**src/rtl/hazard_ctrl_unit.sv**
```systemverilog
// ---------------------------------------------------------------------------
// hazard_ctrl_unit
//
// Hazard and forwarding control for a five-stage MIPS-style pipeline.
// Combines load-use detection, EX/MEM and MEM/WB operand forwarding and
// store-data forwarding. A small FSM inserts LU_STALL bubbles per load-use
// hazard. The whole pipeline is frozen while either L1 cache reports a miss.
//
// Optional feature macro: HAZ_PERF_CNT_EN
//   defined   : saturating performance counters for stall and freeze cycles
//   undefined : counters are tied to zero and no counter flops exist
//
// Parameters
//   AW        register-address width
//   LU_STALL  bubbles per load-use hazard (1..7)
//   CNT_W     performance counter width
//
// Ports
//   clk, rst                  clock (rising edge), async active-high reset
//   id_rs, id_rt              ID-stage source registers
//   id_use_rs, id_use_rt      ID instruction really reads rs / rt
//   ex_mem_read               EX instruction is a load
//   ex_rs, ex_rt              EX sources (ex_rt is also the load target)
//   mem_reg_write             MEM instruction writes the register file
//   mem_mem_read              MEM instruction is a load
//   mem_mem_write             MEM instruction is a store
//   mem_rd, mem_rt            MEM destination / store-data source
//   wb_reg_write, wb_rd       WB write enable / destination
//   icache_stall              instruction-cache miss in progress
//   dcache_stall              data-cache miss in progress
//   pc_write, if_id_write     PC / IF-ID update enables
//   id_ex_bubble              zero the ID/EX control word
//   pipe_freeze               hold ID/EX, EX/MEM and MEM/WB
//   fwd_a, fwd_b              00 regfile, 01 MEM/WB, 10 EX/MEM
//   fwd_store_data            replace MEM store data with WB result
//   lu_stall_cnt, freeze_cnt  performance counters
// ---------------------------------------------------------------------------
module hazard_ctrl_unit #(
    parameter int AW       = 5,
    parameter int LU_STALL = 1,
    parameter int CNT_W    = 32
) (
    input  logic             clk,
    input  logic             rst,
    input  logic [AW-1:0]    id_rs,
    input  logic [AW-1:0]    id_rt,
    input  logic             id_use_rs,
    input  logic             id_use_rt,
    input  logic             ex_mem_read,
    input  logic [AW-1:0]    ex_rs,
    input  logic [AW-1:0]    ex_rt,
    input  logic             mem_reg_write,
    input  logic             mem_mem_read,
    input  logic             mem_mem_write,
    input  logic [AW-1:0]    mem_rd,
    input  logic [AW-1:0]    mem_rt,
    input  logic             wb_reg_write,
    input  logic [AW-1:0]    wb_rd,
    input  logic             icache_stall,
    input  logic             dcache_stall,
    output logic             pc_write,
    output logic             if_id_write,
    output logic             id_ex_bubble,
    output logic             pipe_freeze,
    output logic [1:0]       fwd_a,
    output logic [1:0]       fwd_b,
    output logic             fwd_store_data,
    output logic [CNT_W-1:0] lu_stall_cnt,
    output logic [CNT_W-1:0] freeze_cnt
);

    typedef enum logic {IDLE, LU_WAIT} state_t;

    localparam logic [2:0] LU_RELOAD = 3'(LU_STALL - 1);

    state_t     state;
    logic [2:0] cnt;
    logic       freeze;
    logic       hazard;
    logic       stall;

    // Forwarding source for one EX operand; EX/MEM beats MEM/WB, and a load
    // sitting in MEM has no result yet so it is never an EX/MEM source.
    function automatic logic [1:0] fwd_sel(input logic [AW-1:0] ex_x);
        if (mem_reg_write && !mem_mem_read && (mem_rd != '0) && (mem_rd == ex_x))
            return 2'b10;
        else if (wb_reg_write && (wb_rd != '0) && (wb_rd == ex_x))
            return 2'b01;
        else
            return 2'b00;
    endfunction

    always_comb begin
        freeze = icache_stall | dcache_stall;
        hazard = ex_mem_read && (ex_rt != '0) &&
                 ((id_use_rs && (ex_rt == id_rs)) || (id_use_rt && (ex_rt == id_rt)));
        // While in LU_WAIT the stall continues regardless of the current hazard.
        stall  = !freeze && ((state == LU_WAIT) || hazard);
    end

    assign pipe_freeze    = freeze;
    assign pc_write       = !freeze && !stall;
    assign if_id_write    = !freeze && !stall;
    assign id_ex_bubble   = stall;
    assign fwd_a          = fwd_sel(ex_rs);
    assign fwd_b          = fwd_sel(ex_rt);
    assign fwd_store_data = mem_mem_write && wb_reg_write && (wb_rd != '0) && (wb_rd == mem_rt);

    // Bubble sequencer; a frozen cycle holds state and cnt, which stretches
    // the stall window one-for-one.
    always_ff @(posedge clk or posedge rst) begin
        if (rst) begin
            state <= IDLE;
            cnt   <= 3'd0;
        end else if (!freeze) begin
            case (state)
                IDLE: begin
                    if (hazard && (LU_STALL > 1)) begin
                        state <= LU_WAIT;
                        cnt   <= LU_RELOAD;
                    end
                end
                LU_WAIT: begin
                    cnt <= cnt - 3'd1;
                    if (cnt == 3'd1)
                        state <= IDLE;
                end
                default: begin
                    state <= IDLE;
                    cnt   <= 3'd0;
                end
            endcase
        end
    end

`ifdef HAZ_PERF_CNT_EN
    logic [CNT_W-1:0] lu_cnt_q;
    logic [CNT_W-1:0] frz_cnt_q;

    function automatic logic [CNT_W-1:0] sat_inc(input logic [CNT_W-1:0] v);
        return (v == '1) ? v : v + CNT_W'(1);
    endfunction

    always_ff @(posedge clk or posedge rst) begin
        if (rst) begin
            lu_cnt_q  <= '0;
            frz_cnt_q <= '0;
        end else begin
            if (stall)
                lu_cnt_q <= sat_inc(lu_cnt_q);
            if (freeze)
                frz_cnt_q <= sat_inc(frz_cnt_q);
        end
    end

    assign lu_stall_cnt = lu_cnt_q;
    assign freeze_cnt   = frz_cnt_q;
`else
    assign lu_stall_cnt = '0;
    assign freeze_cnt   = '0;
`endif

endmodule
```
**config.mk**
```make
export PLATFORM = sky130hd
export DESIGN_NAME = hazard_ctrl_unit
export DESIGN_NICKNAME = d
export VERILOG_FILES = /design/src/rtl/hazard_ctrl_unit.sv
export SDC_FILE = /design/constraint.sdc
export NUM_CORES = 1
export LEC_CHECK = 0
export BUFFER_PORTS_ARGS = -buffer_cell sky130_fd_sc_hd__buf_2
export CAP_MARGIN = 40
export CORE_ASPECT_RATIO = 0.8
export CORE_MARGIN = 8
export CORE_UTILIZATION = 28
export DETAILED_ROUTE_END_ITERATION = 10
export PLACE_DENSITY = 0.63
export RECOVER_POWER = 100
export SLEW_MARGIN = 20
export SYNTH_ARGS = -nofsm -noshare
export SYNTH_HDL_FRONTEND = slang
export SYNTH_SLANG_ARGS = --single-unit
```
**constraint.sdc**
```tcl
create_clock -name clk -period 1.9 [get_ports clk]
set_input_delay 0.38 -clock clk [delete_from_list [all_inputs] [get_ports clk]]
set_output_delay 0.38 -clock clk [all_outputs]
set_load 0.01 [all_outputs]
```
; ---- Word level (Yosys, flattened, before mapping)
; Index checks and enable logic that the tools add are counted.
[word_totals]
ff_bits = 4
latchBits = 0
ram_bits = 0
romBits = 0
input_bits = 46
output_inout_bits = 73
memories = 0
[classes]
addsub = 1
multipliers = 0
div = 0
magnitude_cmp = 0
eq_ne = 8
shift = 0
muxes = 6
n_bitwise = 2
n_reduce_logical = 25
[op_table]
columns = op, count
row1 = $eq 5x5->1, 7
row2 = $logic_and 1x1->1, 16
row3 = $reduce_bool 5->1, 3
row4 = $mux 1, 4
row5 = $mux 2, 2
row6 = $eq 3x1->1 const B, 1
row7 = $logic_not 1->1, 3
row8 = $sub 3x1->3 const B, 1
row9 = $logic_or 1x1->1, 2
row10 = $reduce_and 2->1, 1
row11 = $not 1->1, 1
row12 = $or 1x1->1, 1

; ---- Depth between registers and ports, before layout
[depth]
ltp_word = 8
depth_mapped = 6

; ---- Least setup slack after synthesis
; No wires, ideal clock.
[synth_timing]
kind = input port to output port
startpoint = input ex_rt[3]
endpoint = output pc_write
arrival_ns = 1.529
required_time_ns = 1.520
slack_ns = -0.009
stages = 6
path_cell_list = clkbuf_1 -> xor2_1 -> nor4_1 -> a32oi_1 -> o211a_1 -> buf_4
[synth_between]
elab_chain_len = 8
[synth_lines]
columns = item, line
row1 = "start, declared", 51  ; input logic [AW-1:0] ex_rt,
row2 = $eq 5x5->1, 96  ; ((id_use_rs && (ex_rt == id_rs)) || (id_use_rt && (ex_rt == id_rt)));
row3 = $logic_and 1x1->1, 96
row4 = $logic_or 1x1->1, 96
row5 = $logic_and 1x1->1 *, 95  ; hazard = ex_mem_read && (ex_rt != '0) &&
row6 = $logic_or 1x1->1 *, 98  ; stall = !freeze && ((state == LU_WAIT) || hazard);
row7 = $logic_and 1x1->1 *, 98
row8 = $logic_not 1->1 *, n/a
row9 = $logic_and 1x1->1 *, n/a
row10 = "end, declared", 61  ; output logic pc_write,
; Every way passes the cells marked *; elsewhere a longest branch is shown, timed or not.

; ---- Worst setup path after layout
[layout_timing]
startpoint = input mem_rd[3]
endpoint = output fwd_a[0]
[layout_between]
elab_chain_len = 4
[layout_lines]
columns = item, line
row1 = "start, declared", 55  ; input logic [AW-1:0] mem_rd,
row2 = $reduce_bool 5->1, 85  ; if (mem_reg_write && !mem_mem_read && (mem_rd != '0) && (mem_rd == ex_x))
row3 = $logic_and 1x1->1, 85
row4 = $logic_and 1x1->1 *, 85
row5 = $mux 2 *, 85
row6 = "end, declared", 65  ; output logic [1:0] fwd_a,
; Marked as above.

==> reports/metrics.cfg <==
[routing]
vias_per_cell = 3.60
ant_nets = 0
first_pass_iters = 4
drc_errors = 0
drt-initial-drc-count = 28
wire_per_inst_um = 12.1
via_count = 1000
finalWirelength_um = 3350

[critical_path]
crit_type = input pin to output pin
max_stage_delay_ns = 0.52
worstRegToRegCells = 4
start_kind = input pin
crit_path_start = mem_rd[3]
slowest_stage = or4_4
reg2reg_to = cnt[2]
crit_required_ns = 1.52
cp.arrival_ns = 1.65
r2r-start = cnt[0]
crit_end = fwd_a[0]
ff2ff_setup_slack_ns = 0.94
worstSetupEndpointType = output pin
crit_fanout = 2
cp_cell_sequence = buf_6 -> or4_4 -> o21ai_2 -> nor4_1 -> nor4_2 -> buf_2

[layout]
post-route-cell-area_um2 = 1570
antenna_cells = 0
finalNonFillerCells = 278
fillCellCount = 470
drive_above_1_share_pct = 39.4
area_delta_synth_final_pct = 32.2
nNetsFinal = 271

[power]
cellInternalPower_mw = 0.438
comb_power_share_pct = 53.4
switching_share_pct = 39.1
power_density_nw_per_um2 = 459
power.ir.vdd_worst_uv = 219
p_leak_nw = 0.835
p_sw_mw = 0.282
seq_power_share_pct = 22.0
p_clk_share_pct = 24.6

[synth]
synth.avg_cell_area_um2 = 7.85
ys_top_cells_by_area = buf_4 41%, xor2_1 16%, xnor2_1 11%
synthArstFlopShare_pct = 100
ys_top_cells_by_count = 65 x buf_4, 22 x xor2_1, 15 x xnor2_1
ys.warnings.count = 0
yosysSeqAreaShare_pct = 8.45
yosysMostFrequentCell = buf_4
netlist.top_cell.by_area = buf_4
ys.flop_type = dfrtp_1
synth_edf_count = 0
syn_inst = 151
ys_ff_latch = 4
synth.distinct_cells = 25
syn_area_um2 = 1180
synth_top_area_share_pct = 41.2

[place]
place_congestion = 0.811
port_buffers = 54
numPlacedInstances = 275
placed_area_um2 = 1420
hpwl_um = 3010

[sta]
fin_crit_sh_pct = 107
skew_ns = 0.00255
timing.final.ws_setup_ns = -0.130
setup_viol = 4
holdWs_ns = 0.0425
rsz0062_at_grt = yes
fmax_mhz = 493
slew_violations = 0
min_period_ns = 2.03
hold_viol_final = 0

[clock_network]
root_buffer = clkbuf_8
cts_buffers = 3
clock_tree.buffer_depth = 2
h-tree-depth = 1
cts.sinks = 4
clk_pin_slew_ns = 0.03
cts_hold_buf = 0
clkLatencyLatePin_ns = 0.21
cts_tree = done

[die]
core_area_um2 = 4130
start_util_pct = 28.7
fp-row-count = 21
die_x_um = 88.7
dieArea_um2 = 6580
io_pins = 119
die_y_um = 74.2

[flow_run]
maxCapViolations = 0

[global_route]
grt_usage_pct = 8.67
grt_first_pass_wirelength_um = 4530
antenna_found_initial = 0
grt-ovfl-total = 0
grt_max_degree = 7
grt_pass1_vias = 1030

[run_status]
status = complete, but fails checks
violations = negative setup slack

[min_path]
hold_class = input pin to async pin

layout make-up:
cell class	instances	area (um^2)	area share, %
clock buffers	3	41.3	2.64
flip-flops and latches	4	100	6.39
inverters	6	22.5	1.44
well taps	57	71.3	4.55
multi-input cells	134	847	54.1
repair buffers	74	484	30.9
power groups by stage:
stage	Sequential, mW	Clock, mW	Combinational (mW)
2_1_floorplan	0.151	0	0.324
3_5_place_dp	0.159	0	0.349
5_1_grt	0.163	0.188	0.429
4_1_cts	0.158	0.179	0.375
3_3_place_gp	0.158	0	0.344
6_report	0.158	0.177	0.384
registers in the layout, summed over array words and instances (netlist names):
name,cells
cnt,3
state,1
cells by family after synthesis:
kind of cell	Yosys count	synth area share (%)
AOI/OAI and AO/OA	9	5.17
xor gates and xnor gates	37	27.3
adders and majority gates	2	2.11
buffers and inverters	76	44.7
DFF	4	8.45
other	1	0.316
and+or+nand+nor	22	11.9
routing by layer:
layer | global-route usage, % | share of wire [%] | vias up
met4 | 2.24 | 0.75 | 0
li1 | - | - | 495
met2 | 16.3 | 54 | 49
met1 | 9.75 | 38 | 454
met3 | 1.55 | 7.8 | 2
met5 | 0 | 0 | -
critical path: cells and delay by family:
family / cells / cell delay [ns]
buffers and inverters: 2 / 0.26
AOI/OAI and AO/OA: 1 / 0.14
and+or+nand+nor: 3 / 0.87
worst min path at each step:
stage,cells after the start,endpoint,startpoint,slack [ns]
after floorplan,1,cnt[0],rst,0.15
final,2,cnt[1],rst,0.04
after CTS,2,cnt[1],rst,0.04
after detailed placement,2,cnt[1],rst,0.27
after global placement,2,cnt[1],rst,0.26
after global routing,2,cnt[1],rst,0.06
cell usage in the layout (no fill, tap or decap), drive strengths merged, types with 2 or more instances in the layout:
cell type,n
inv,6
ha,2
nand2,3
or4,5
nor4,6
conb,64
buf,72
o21ai,5
clkbuf,5
xor2,22
nand3,3
xnor2,15
dfrtp,4
through the flow:
step | power [mW] | TNS (ns) | utilization [%] | setup WS, ns
after floorplan | 0.475 | -0.00327 | - | -0.00327
after global placement | 0.502 | -0.735 | 34.4 | -0.176
after detailed placement | 0.507 | -0.688 | 34.4 | -0.176
after CTS | 0.712 | -0.463 | 37.5 | -0.141
after global routing | 0.779 | -0.641 | 38.0 | -0.197
final | 0.719 | -0.331 | 38.0 | -0.130
timing repair:
item / 4_1_cts / 5_1_grt
pin swaps: 6 / 7
gates resized for setup: 20 / 4
endpoints found under the setup margin: 5 / 6
buffers inserted: 0 / 0
No activity file was read; power rests on OpenSTA's default activity.
